### src/rtl/spwm_pkg.sv
// Shared types and sizing for the sine-PWM sequencer.
// Build option: DEADTIME_EN inserts a dead-time state on polarity swaps.
package spwm_pkg;

  localparam int THETA_W    = 10;
  localparam int THETA_LAST = 88;
  localparam int DIV_W      = 16;
  localparam int PAUSE_W    = 20;
  localparam int DT_CYCLES  = 16;
  localparam int HALF_W     = 8;

  localparam logic [THETA_W-1:0] THETA_MAX =
    THETA_W'(THETA_LAST);
  localparam logic [PAUSE_W-1:0] DT_LAST =
    PAUSE_W'(DT_CYCLES - 1);

  typedef enum logic [1:0] {
    IDLE,
    RUN,
    DEAD,
    PAUSE
  } state_t;

  // A zero-length pause still occupies one cycle.
  function automatic logic [PAUSE_W-1:0] last_of(
    input logic [PAUSE_W-1:0] n
  );
    return (n == '0) ? '0 : n - 1'b1;
  endfunction

endpackage

### src/rtl/spwm_if.sv
// Config/output bundle between the register block and the sequencer.
// master = config side, slave = sequencer.
interface spwm_if;
  import spwm_pkg::*;

  logic                en;
  logic [DIV_W-1:0]    cfg_div;
  logic [HALF_W-1:0]   cfg_cycles;
  logic [PAUSE_W-1:0]  cfg_pause;
  logic [THETA_W-1:0]  theta;
  logic                theta_vld;
  logic                leg_a;
  logic                leg_b;
  logic                busy;
  logic                done;

  modport master (
    output en, cfg_div, cfg_cycles, cfg_pause,
    input  theta, theta_vld, leg_a, leg_b, busy, done
  );

  modport slave (
    input  en, cfg_div, cfg_cycles, cfg_pause,
    output theta, theta_vld, leg_a, leg_b, busy, done
  );

endinterface

### src/rtl/spwm_tick_gen.sv
// Phase-step prescaler: one tick every div clocks (div=0 acts as 1).
// clr holds the count at zero so a fresh step starts aligned.
module spwm_tick_gen
  import spwm_pkg::*;
(
  input  logic             clk,
  input  logic             rst,
  input  logic             clr,
  input  logic [DIV_W-1:0] div,
  output logic             tick
);

  logic [DIV_W-1:0] cnt;
  logic [DIV_W-1:0] last;

  assign last = (div == '0) ? '0 : div - 1'b1;
  assign tick = !clr && (cnt == last);

  always_ff @(posedge clk) begin
    if (rst || clr || tick) cnt <= '0;
    else                    cnt <= cnt + 1'b1;
  end

endmodule

### src/rtl/spwm_sequencer.sv
// Sine-PWM sequencer: theta stepping, half-cycle count, leg steering.
// Build option: DEADTIME_EN adds a DEAD state between polarities.
module spwm_sequencer
  import spwm_pkg::*;
(
  input  logic  clk,
  input  logic  rst,
  spwm_if.slave bus
);

  state_t              st, st_n;
  logic [THETA_W-1:0]  theta, theta_n;
  logic                vld, vld_n;
  logic                la, la_n;
  logic                lb, lb_n;
  logic                busy, busy_n;
  logic                done, done_n;
  logic                pol, pol_n;
  logic                stop, stop_n;
  logic [HALF_W-1:0]   half, half_n;
  logic [HALF_W-1:0]   cyc, cyc_n;
  logic [DIV_W-1:0]    div, div_n;
  logic [PAUSE_W-1:0]  pause, pause_n;
  logic [PAUSE_W-1:0]  cnt, cnt_n;
  logic                go;
  logic                tick;
  logic                clr;

  assign clr = (st != RUN);

  spwm_tick_gen u_tick (
    .clk  (clk),
    .rst  (rst),
    .clr  (clr),
    .div  (div),
    .tick (tick)
  );

  always_comb begin
    st_n    = st;
    theta_n = theta;
    vld_n   = vld;
    la_n    = la;
    lb_n    = lb;
    done_n  = 1'b0;
    pol_n   = pol;
    stop_n  = stop;
    half_n  = half;
    cyc_n   = cyc;
    div_n   = div;
    pause_n = pause;
    cnt_n   = cnt;
    go      = 1'b0;
    unique case (st)
      IDLE: go = bus.en;
      RUN: begin
        if (!bus.en) stop_n = 1'b1;
        if (tick) begin
          if (theta != THETA_MAX) begin
            theta_n = theta + 1'b1;
          end else begin
            theta_n = '0;
            half_n  = half + 1'b1;
            if (stop || !bus.en) begin
              st_n   = IDLE;
              vld_n  = 1'b0;
              la_n   = 1'b0;
              lb_n   = 1'b0;
              done_n = 1'b1;
            end else if (cyc != '0 && half_n == cyc) begin
              st_n   = PAUSE;
              vld_n  = 1'b0;
              la_n   = 1'b0;
              lb_n   = 1'b0;
              done_n = 1'b1;
              cnt_n  = '0;
            end else begin
              pol_n = !pol;
`ifdef DEADTIME_EN
              st_n  = DEAD;
              vld_n = 1'b0;
              la_n  = 1'b0;
              lb_n  = 1'b0;
              cnt_n = '0;
`else
              la_n  = pol;
              lb_n  = !pol;
`endif
            end
          end
        end
      end
`ifdef DEADTIME_EN
      DEAD: begin
        if (!bus.en) stop_n = 1'b1;
        if (cnt == DT_LAST) begin
          st_n  = RUN;
          vld_n = 1'b1;
          la_n  = !pol;
          lb_n  = pol;
        end else begin
          cnt_n = cnt + 1'b1;
        end
      end
`endif
      PAUSE: begin
        if (cnt == last_of(pause)) begin
          go = bus.en;
          if (!bus.en) st_n = IDLE;
        end else begin
          cnt_n = cnt + 1'b1;
        end
      end
      default: begin
        st_n  = IDLE;
        vld_n = 1'b0;
        la_n  = 1'b0;
        lb_n  = 1'b0;
      end
    endcase
    // Burst start: the only point where cfg is captured.
    if (go) begin
      st_n    = RUN;
      theta_n = '0;
      vld_n   = 1'b1;
      la_n    = 1'b1;
      lb_n    = 1'b0;
      pol_n   = 1'b0;
      stop_n  = 1'b0;
      half_n  = '0;
      cnt_n   = '0;
      cyc_n   = bus.cfg_cycles;
      div_n   = bus.cfg_div;
      pause_n = bus.cfg_pause;
    end
    busy_n = (st_n != IDLE);
  end

  always_ff @(posedge clk) begin
    if (rst) begin
      st    <= IDLE;
      theta <= '0;
      vld   <= 1'b0;
      la    <= 1'b0;
      lb    <= 1'b0;
      busy  <= 1'b0;
      done  <= 1'b0;
      pol   <= 1'b0;
      stop  <= 1'b0;
      half  <= '0;
      cyc   <= '0;
      div   <= '0;
      pause <= '0;
      cnt   <= '0;
    end else begin
      st    <= st_n;
      theta <= theta_n;
      vld   <= vld_n;
      la    <= la_n;
      lb    <= lb_n;
      busy  <= busy_n;
      done  <= done_n;
      pol   <= pol_n;
      stop  <= stop_n;
      half  <= half_n;
      cyc   <= cyc_n;
      div   <= div_n;
      pause <= pause_n;
      cnt   <= cnt_n;
    end
  end

  assign bus.theta     = theta;
  assign bus.theta_vld = vld;
  assign bus.leg_a     = la;
  assign bus.leg_b     = lb;
  assign bus.busy      = busy;
  assign bus.done      = done;

endmodule

### src/flat_wrapper.sv
// flat-port wrapper written by rule: the top's interface ports become plain ports
module spwm_sequencer_flat import spwm_pkg::*;
  (clk, rst, bus_en, bus_cfg_div, bus_cfg_cycles, bus_cfg_pause, bus_theta, bus_theta_vld, bus_leg_a, bus_leg_b, bus_busy, bus_done);
  spwm_if bus_i ();
  input  logic clk;
  input  logic rst;
  input wire logic [$bits(bus_i.en)-1:0] bus_en;
  input wire logic [$bits(bus_i.cfg_div)-1:0] bus_cfg_div;
  input wire logic [$bits(bus_i.cfg_cycles)-1:0] bus_cfg_cycles;
  input wire logic [$bits(bus_i.cfg_pause)-1:0] bus_cfg_pause;
  output wire logic [$bits(bus_i.theta)-1:0] bus_theta;
  output wire logic [$bits(bus_i.theta_vld)-1:0] bus_theta_vld;
  output wire logic [$bits(bus_i.leg_a)-1:0] bus_leg_a;
  output wire logic [$bits(bus_i.leg_b)-1:0] bus_leg_b;
  output wire logic [$bits(bus_i.busy)-1:0] bus_busy;
  output wire logic [$bits(bus_i.done)-1:0] bus_done;
  assign bus_i.en = bus_en;
  assign bus_i.cfg_div = bus_cfg_div;
  assign bus_i.cfg_cycles = bus_cfg_cycles;
  assign bus_i.cfg_pause = bus_cfg_pause;
  assign bus_theta = bus_i.theta;
  assign bus_theta_vld = bus_i.theta_vld;
  assign bus_leg_a = bus_i.leg_a;
  assign bus_leg_b = bus_i.leg_b;
  assign bus_busy = bus_i.busy;
  assign bus_done = bus_i.done;
  spwm_sequencer u_core (.clk(clk), .rst(rst), .bus(bus_i));
endmodule
### config.mk
export PLATFORM = sky130hd
export DESIGN_NAME = spwm_sequencer_flat
export DESIGN_NICKNAME = d
export VERILOG_FILES = /design/src/rtl/spwm_pkg.sv /design/src/rtl/spwm_if.sv /design/src/rtl/spwm_tick_gen.sv /design/src/rtl/spwm_sequencer.sv /design/src/flat_wrapper.sv
export SDC_FILE = /design/constraint.sdc
export NUM_CORES = 1
export LEC_CHECK = 0
export CAP_MARGIN = 20
export CORE_AREA = 2 2 124 126
export DETAILED_ROUTE_END_ITERATION = 8
export DIE_AREA = 0 0 126 128
export PLACE_DENSITY = 0.71
export SYNTH_ARGS = -nofsm -noshare
export SYNTH_HDL_FRONTEND = slang
export SYNTH_SLANG_ARGS = --single-unit
### constraint.sdc
create_clock -name clk -period 7.4 [get_ports clk]
set_input_delay 1.48 -clock clk [delete_from_list [all_inputs] [get_ports clk]]
set_output_delay 1.48 -clock clk [all_outputs]
set_load 0.03 [all_outputs]
# Word-level counts from Yosys, hierarchy flattened
# Cells that the tools add are included.
[op_classes]
add_sub_neg = 6
n_eq_ne = 16
n_mux = 38
n_bitwise = 7
reduce_logical = 25
[op_table]
columns = ["operator", "n"]
rows = [
  ["20-bit 2-to-1 mux", 6],
  ["20-bit case mux with 2 select lines", 1],
  ["20-bit by 1-bit adder with 20-bit output, second input constant", 1],
  ["20-bit == test", 1],
  ["20-bit zero test", 1],
  ["20-bit by 1-bit subtractor with 20-bit output, second input constant", 1],
  ["1-bit 2-to-1 mux", 17],
  ["16-bit by 1-bit adder with 16-bit output, second input constant", 1],
  ["16-bit == test", 1],
  ["16-bit zero test", 1],
  ["16-bit 2-to-1 mux", 1],
  ["16-bit by 1-bit subtractor with 16-bit output, second input constant", 1],
  ["2-bit 2-to-1 mux", 7],
  ["10-bit by 1-bit adder with 10-bit output, second input constant", 1],
  ["10-bit 2-to-1 mux", 1],
  ["10-bit by 7-bit != test with 1-bit output, second input constant", 1],
  ["3-bit AND reduction", 3],
  ["8-bit by 1-bit adder with 8-bit output, second input constant", 1],
  ["8-bit == test", 1],
  ["2-bit != test, second input constant", 4],
  ["1-bit case mux with 2 select lines", 4],
  ["8-bit nonzero test", 1],
  ["1-bit NOT", 7],
  ["2-bit by 1-bit != test with 1-bit output, second input constant", 3],
  ["other kinds (16)", 25],
]
[word_totals]
register_bits = 107
in_bits = 47
output_inout_bits = 15
word_cells = 107

# Depth between registers and ports, before layout
[logic_depth]
depth_word = 10
depth_mapped = 15
depth_no_buf = 12

# By module
# A second synthesis with hierarchy kept.
[unflattened]
cells_unflattened = 872
hier_area_um2 = 7029.2
[modules_own_cells]
columns = ["mod", "n_inst", "cells_per_inst", "area_per_inst_um2", "seq_area_each_um2"]
rows = [
  ["spwm_sequencer", 1, 651, 5286.3, 1821.7],
  ["spwm_tick_gen", 1, 221, 1742.9, 320.3],
]

# Worst setup path after synthesis
# No wires, ideal clock.
[synth_path]
path_type = "flip-flop to flip-flop"
from = "register u_core.pause[0]"
to = "register u_core.cyc[0]"
setup_time_ps = 128
arrival_time_ps = 3109
required_ps = 7272
setup_slack_ps = 4163
stages_incl_launch_ff = 16
n_path_buf = 3
synth_period_minus_slack_ps = 3237
cell_sequence = "dfxtp_1 -> inv_1 -> ha_1 -> nor4b_4 -> nand3_2 -> or2_1 -> buf_2 -> mux2_4 -> a211oi_2 -> o2111a_1 -> nand4_2 -> a211oi_2 -> buf_6 -> buf_12 -> mux2i_1 -> nor2_1"
[synth_via]
elab_chain_cells = 5
word_cells_on_any_way = 6
cone_classes = "add/sub (1); eq/ne (1); mux (3); reduce/logical (1)"
[synth_lines]
columns = ["item", "line", "source"]
rows = [
  ["start: declaration", "spwm_sequencer.sv:23", "logic [PAUSE_W-1:0] pause, pause_n;"],
  ["start signal: assignment", "spwm_sequencer.sv:168", "pause <= pause_n;"],
  ["20-bit by 1-bit subtractor with 20-bit output or 20-bit zero test (tied branches)", "spwm_pkg.sv:28", "return (n == '0) ? '0 : n - 1'b1;"],
  ["20-bit 2-to-1 mux *", "spwm_pkg.sv:28", ""],
  ["20-bit == test *", "spwm_sequencer.sv:107", "if (cnt == last_of(pause)) begin"],
  ["1-bit 2-to-1 mux *", "spwm_sequencer.sv:107", ""],
  ["1-bit case mux with 2 select lines *", "spwm_sequencer.sv:54", "unique case (st)"],
  ["end signal: assignment", "spwm_sequencer.sv:166", "cyc <= cyc_n;"],
  ["end: declaration", "spwm_sequencer.sv:21", "logic [HALF_W-1:0] cyc, cyc_n;"],
]
# Every way passes the cells marked *; elsewhere a longest branch is shown, timed or not.
# A chain may end at the register's enable or synchronous reset.

# Worst setup path after layout
[layout_path]
from = "register u_core.pause[0]"
to = "register u_core.theta[5], in the netlist u_core.bus.theta[5]"
[layout_via]
elab_chain_cells = 6
word_cells_on_any_way = 7
cone_classes = "add/sub (1); eq/ne (1); mux (3); reduce/logical (2)"
[layout_lines]
columns = ["item", "line", "source"]
rows = [
  ["20-bit by 1-bit subtractor with 20-bit output or 20-bit zero test (tied branches)", "spwm_pkg.sv:28", ""],
  ["20-bit 2-to-1 mux *", "spwm_pkg.sv:28", ""],
  ["20-bit == test *", "spwm_sequencer.sv:107", ""],
  ["1-bit 2-to-1 mux *", "spwm_sequencer.sv:107", ""],
  ["1-bit case mux with 2 select lines *", "spwm_sequencer.sv:54", ""],
  ["2-bit OR reduction (no source line) *", "-", ""],
  ["end signal: assignment", "spwm_sequencer.sv:157", "theta <= theta_n;"],
  ["end: declaration", "spwm_sequencer.sv:12", "logic [THETA_W-1:0] theta, theta_n;"],
]
# Marks and branches as above.

==> impl_metrics.env <==
export IMPL_status="completed"
export IMPL_start_util_pct=43.9
export IMPL_ys_ff_latch=107
export IMPL_crit_buf_inv=2
export IMPL_cts_sinks=107
export IMPL_pin_count=62
export IMPL_hold_viol=0
export IMPL_antennaDiodeCount=0
export IMPL_syn_area_um2=6530
export IMPL_place_congestion=0.894
export IMPL_dpl_cell_area_um2=7170
export IMPL_path_class="reg2reg"
export IMPL_setup_violations_final=0
export IMPL_cap_violations=0
export IMPL_hold_buffers=0
export IMPL_worstSetupEndpointType="register"
export IMPL_grt_use_total_pct=18.9
export IMPL_design_area_um2=7490
export IMPL_drc_errors=0
export IMPL_critical_path_startpoint_type="register"
export IMPL_power_density_nw_per_um2=201
export IMPL_htreeDepth=3
export IMPL_dieArea_um2=16100
export IMPL_power_leakage_nw=2.77
export IMPL_cp_num_cells=13
export IMPL_final_core_util_pct=50.4
export IMPL_timing_fmax_ghz=0.212
export IMPL_reg2reg_to="u_core.bus.theta[5]"
export IMPL_endpoint="u_core.bus.theta[5]"
export IMPL_drive_above_1_share_pct=5.54
export IMPL_clk_latency_ps=360
export IMPL_timing_setup_tns_ps=0
export IMPL_syn_nets=828
export IMPL_clockBufferDepth=2
export IMPL_ys_types=73
export IMPL_antenna_found_initial=0
export IMPL_grt_pass1_wl_um=25000
export IMPL_worst_pin_slew_ps=903
export IMPL_rsz0062_at_grt="false"
export IMPL_crit_start="u_core.pause[0]"
export IMPL_rows=45
export IMPL_arrival_ps=4930
export IMPL_cts_root_buf="clkbuf_16"
export IMPL_path_delay_family="simple AND/OR/NAND/NOR gates"
export IMPL_period_needed_ps=4720
export IMPL_drt_iter0_drc=418
export IMPL_cpMaxStageDelayCell="or2_1"
export IMPL_dp_hpwl_um=10800
export IMPL_crit_top_cell="or2_1"
export IMPL_r2r_cells=13
export IMPL_core_area_um2=14900
export IMPL_cts_setup_buffers=0
export IMPL_fillCellCount=1440
export IMPL_p_total_mw=1.51
export IMPL_p_int_mw=1.04
export IMPL_switching_share_pct=30.8
export IMPL_tritoncts="yes"
export IMPL_via_per_inst=5.58
export IMPL_cp_required_ps=7610
export IMPL_power_share_combinational_pct=24.6
export IMPL_fin_worst_skew_ps=11.9
export IMPL_path_clk_slew_ps=70
export IMPL_ant_nets=0
export IMPL_grt_overflow=0
export IMPL_fin_nets=866
export IMPL_ys_warn_count=0
export IMPL_tritoncts_num_buffers=9
export IMPL_cts_resized=0
export IMPL_vdd_drop_max_v=0.000124
export IMPL_maxSlewViolCount=0
export IMPL_syn_to_final_growth_pct=14.8
export IMPL_wl_per_cell_um=15.0
export IMPL_r2r_start="u_core.pause[0]"
export IMPL_drt_total_wl_um=15000
export IMPL_portBuffers=61
export IMPL_slew_headroom_pct=39.8
export IMPL_synthFlopType="dfxtp_1"
export IMPL_p_seq_share_pct=42.1
export IMPL_min_path_type="reg2reg"
export IMPL_syn_inst=770
export IMPL_cpPeakStageDelay_ps=760
export IMPL_grt_pass1_vias=5076
export IMPL_yosysSeqAreaShare_pct=32.8
export IMPL_postSynthAreaPerCell_um2=8.48
export IMPL_vias=5583
export IMPL_crit_path_cell_trace="inv_1 > ha_1 > nor4b_4 > nand3_2 > or2_1 > mux2_4 > a211oi_2 > o2111a_1 > nand4_2 > a211oi_4 > buf_4 > or2_1 > nor3_1"
export IMPL_synth_edf_count=0
export IMPL_grt_max_degree=53
export IMPL_power_switching_mw=0.464
export IMPL_async_reset_ff_share_pct=0
export IMPL_final_period_utilization_pct=63.8
export IMPL_rrSetupSlack_ps=2680
export IMPL_dr_pass1_iters=5
export IMPL_clkPwrFrac_pct=33.4
export IMPL_die_h_um=128
export IMPL_critPathMaxFanout=49
export IMPL_dieWidth_um=126
## power groups by stage
| stage | Combinational, mW | Sequential, mW | Clock (mW) |
|---|---|---|---|
| 2_1_floorplan | 0.294 | 0.637 | 0 |
| 3_3_place_gp | 0.365 | 0.647 | 0 |
| 3_5_place_dp | 0.367 | 0.647 | 0 |
| 4_1_cts | 0.370 | 0.634 | 0.517 |
| 5_1_grt | 0.410 | 0.638 | 0.538 |
| 6_report | 0.370 | 0.635 | 0.503 |
## layout by cell type, fill, tap and decap left out, types with 4 or more instances in the layout
master / n
xor2_1: 50
or3_1: 20
nor4b_1: 4
xnor2_1: 34
ha_1: 11
nand3_1: 22
nand3b_1: 7
a21oi_1: 33
clkdlybuf4s50_1: 60
clkbuf_16: 9
inv_1: 24
nor2_1: 117
nor3b_1: 6
and3_1: 19
nand4_1: 31
a31oi_1: 6
nand4b_1: 5
mux2i_1: 57
nand2_1: 33
nor3_1: 27
nand2b_1: 4
nor4_1: 12
or4_1: 7
o21ai_0: 15
dfxtp_1: 107
and2_1: 7
## registers in the layout, indices dropped and copies added (netlist names)
register              cells
u_core.u_tick.cnt        16
u_core.bus.theta_vld      1
u_core.div               16
u_core.bus.busy           1
u_core.cnt               20
u_core.stop               1
u_core.cyc                8
u_core.st                 2
u_core.bus.leg_a          1
u_core.bus.leg_b          1
u_core.pol                1
u_core.bus.done           1
u_core.half               8
u_core.pause             20
u_core.bus.theta         10
## routing by layer
| metal | wire, um | GRT usage [%] | share of wire, % |
|---|---|---|---|
| met3 | 662 | 4.13 | 4.4 |
| met4 | 240 | 6.08 | 1.6 |
| met1 | 7150 | 24.9 | 48 |
| met2 | 6950 | 31.0 | 46 |
| met5 | 0 | 0 | 0 |
## through the flow
| step | setup slack (ps) | hold slack (ps) | cells |
|---|---|---|---|
| 2_1_floorplan | 4160 | 428 | 770 |
| 3_3_place_gp | 2760 | 444 | 984 |
| 3_5_place_dp | 2670 | 454 | 984 |
| 4_1_cts | 2650 | 472 | 1000 |
| 5_1_grt | 2240 | 523 | 1001 |
| 6_report | 2680 | 469 | 1001 |
## cell families after synthesis
family	count (synthesis)	share of synthesized area [%]
AOI/OAI and AO/OA	98	10.2
adders and majority gates	11	2.11
and+or+nand+nor	349	29.6
muxes	58	8.97
xor gates and xnor gates	85	11.6
buffers and inverters	62	4.75
DFF	107	32.8
## worst reg2reg max path, stage by stage, from the launching register on
cell and delay (ps):
dfxtp_1 370, inv_1 80, ha_1 210, nor4b_4 380
nand3_2 200, or2_1 390, mux2_4 340, a211oi_2 140
o2111a_1 230, nand4_2 330, a211oi_4 340, buf_4 660
or2_1 760, nor3_1 140
## area by class of cell
type,count,area (um2),area share [%]
inverter,25,93.8,1.25
multi-input combinational,601,4080,54.5
sequential,107,2140,28.6
clock inverter,6,70.1,0.935
clock buffer,10,239,3.19
tap,188,235,3.14
timing repair buffer,64,628,8.38
## worst min-delay path by stage
stage / from / end / slack (ps) / depth (start not counted)
2_1_floorplan: u_core.stop / u_core.stop / 430 / 2
3_3_place_gp: u_core.stop / u_core.stop / 440 / 2
3_5_place_dp: u_core.stop / u_core.stop / 450 / 2
4_1_cts: u_core.stop / u_core.stop / 470 / 2
5_1_grt: u_core.stop / u_core.stop / 520 / 2
6_report: u_core.stop / u_core.stop / 470 / 2
## cells in the mapped netlist (12+ instances only)
cell type    n  area (um2)
and3_1      19         119
xnor2_1     34         298
nand4_1     31         194
dfxtp_1    107        2140
nand3_1     22         110
mux2i_1     57         571
xor2_1      50         438
or3_1       20         125
nor2_1     117         439
nor3_1      27         135
inv_1       24        90.1
nor4_1      12        75.1
clkbuf_1    20        75.1
a21oi_1     33         165
nand2_1     33         124
o21ai_0     15        75.1
No activity file was read; power rests on OpenSTA's default activity.
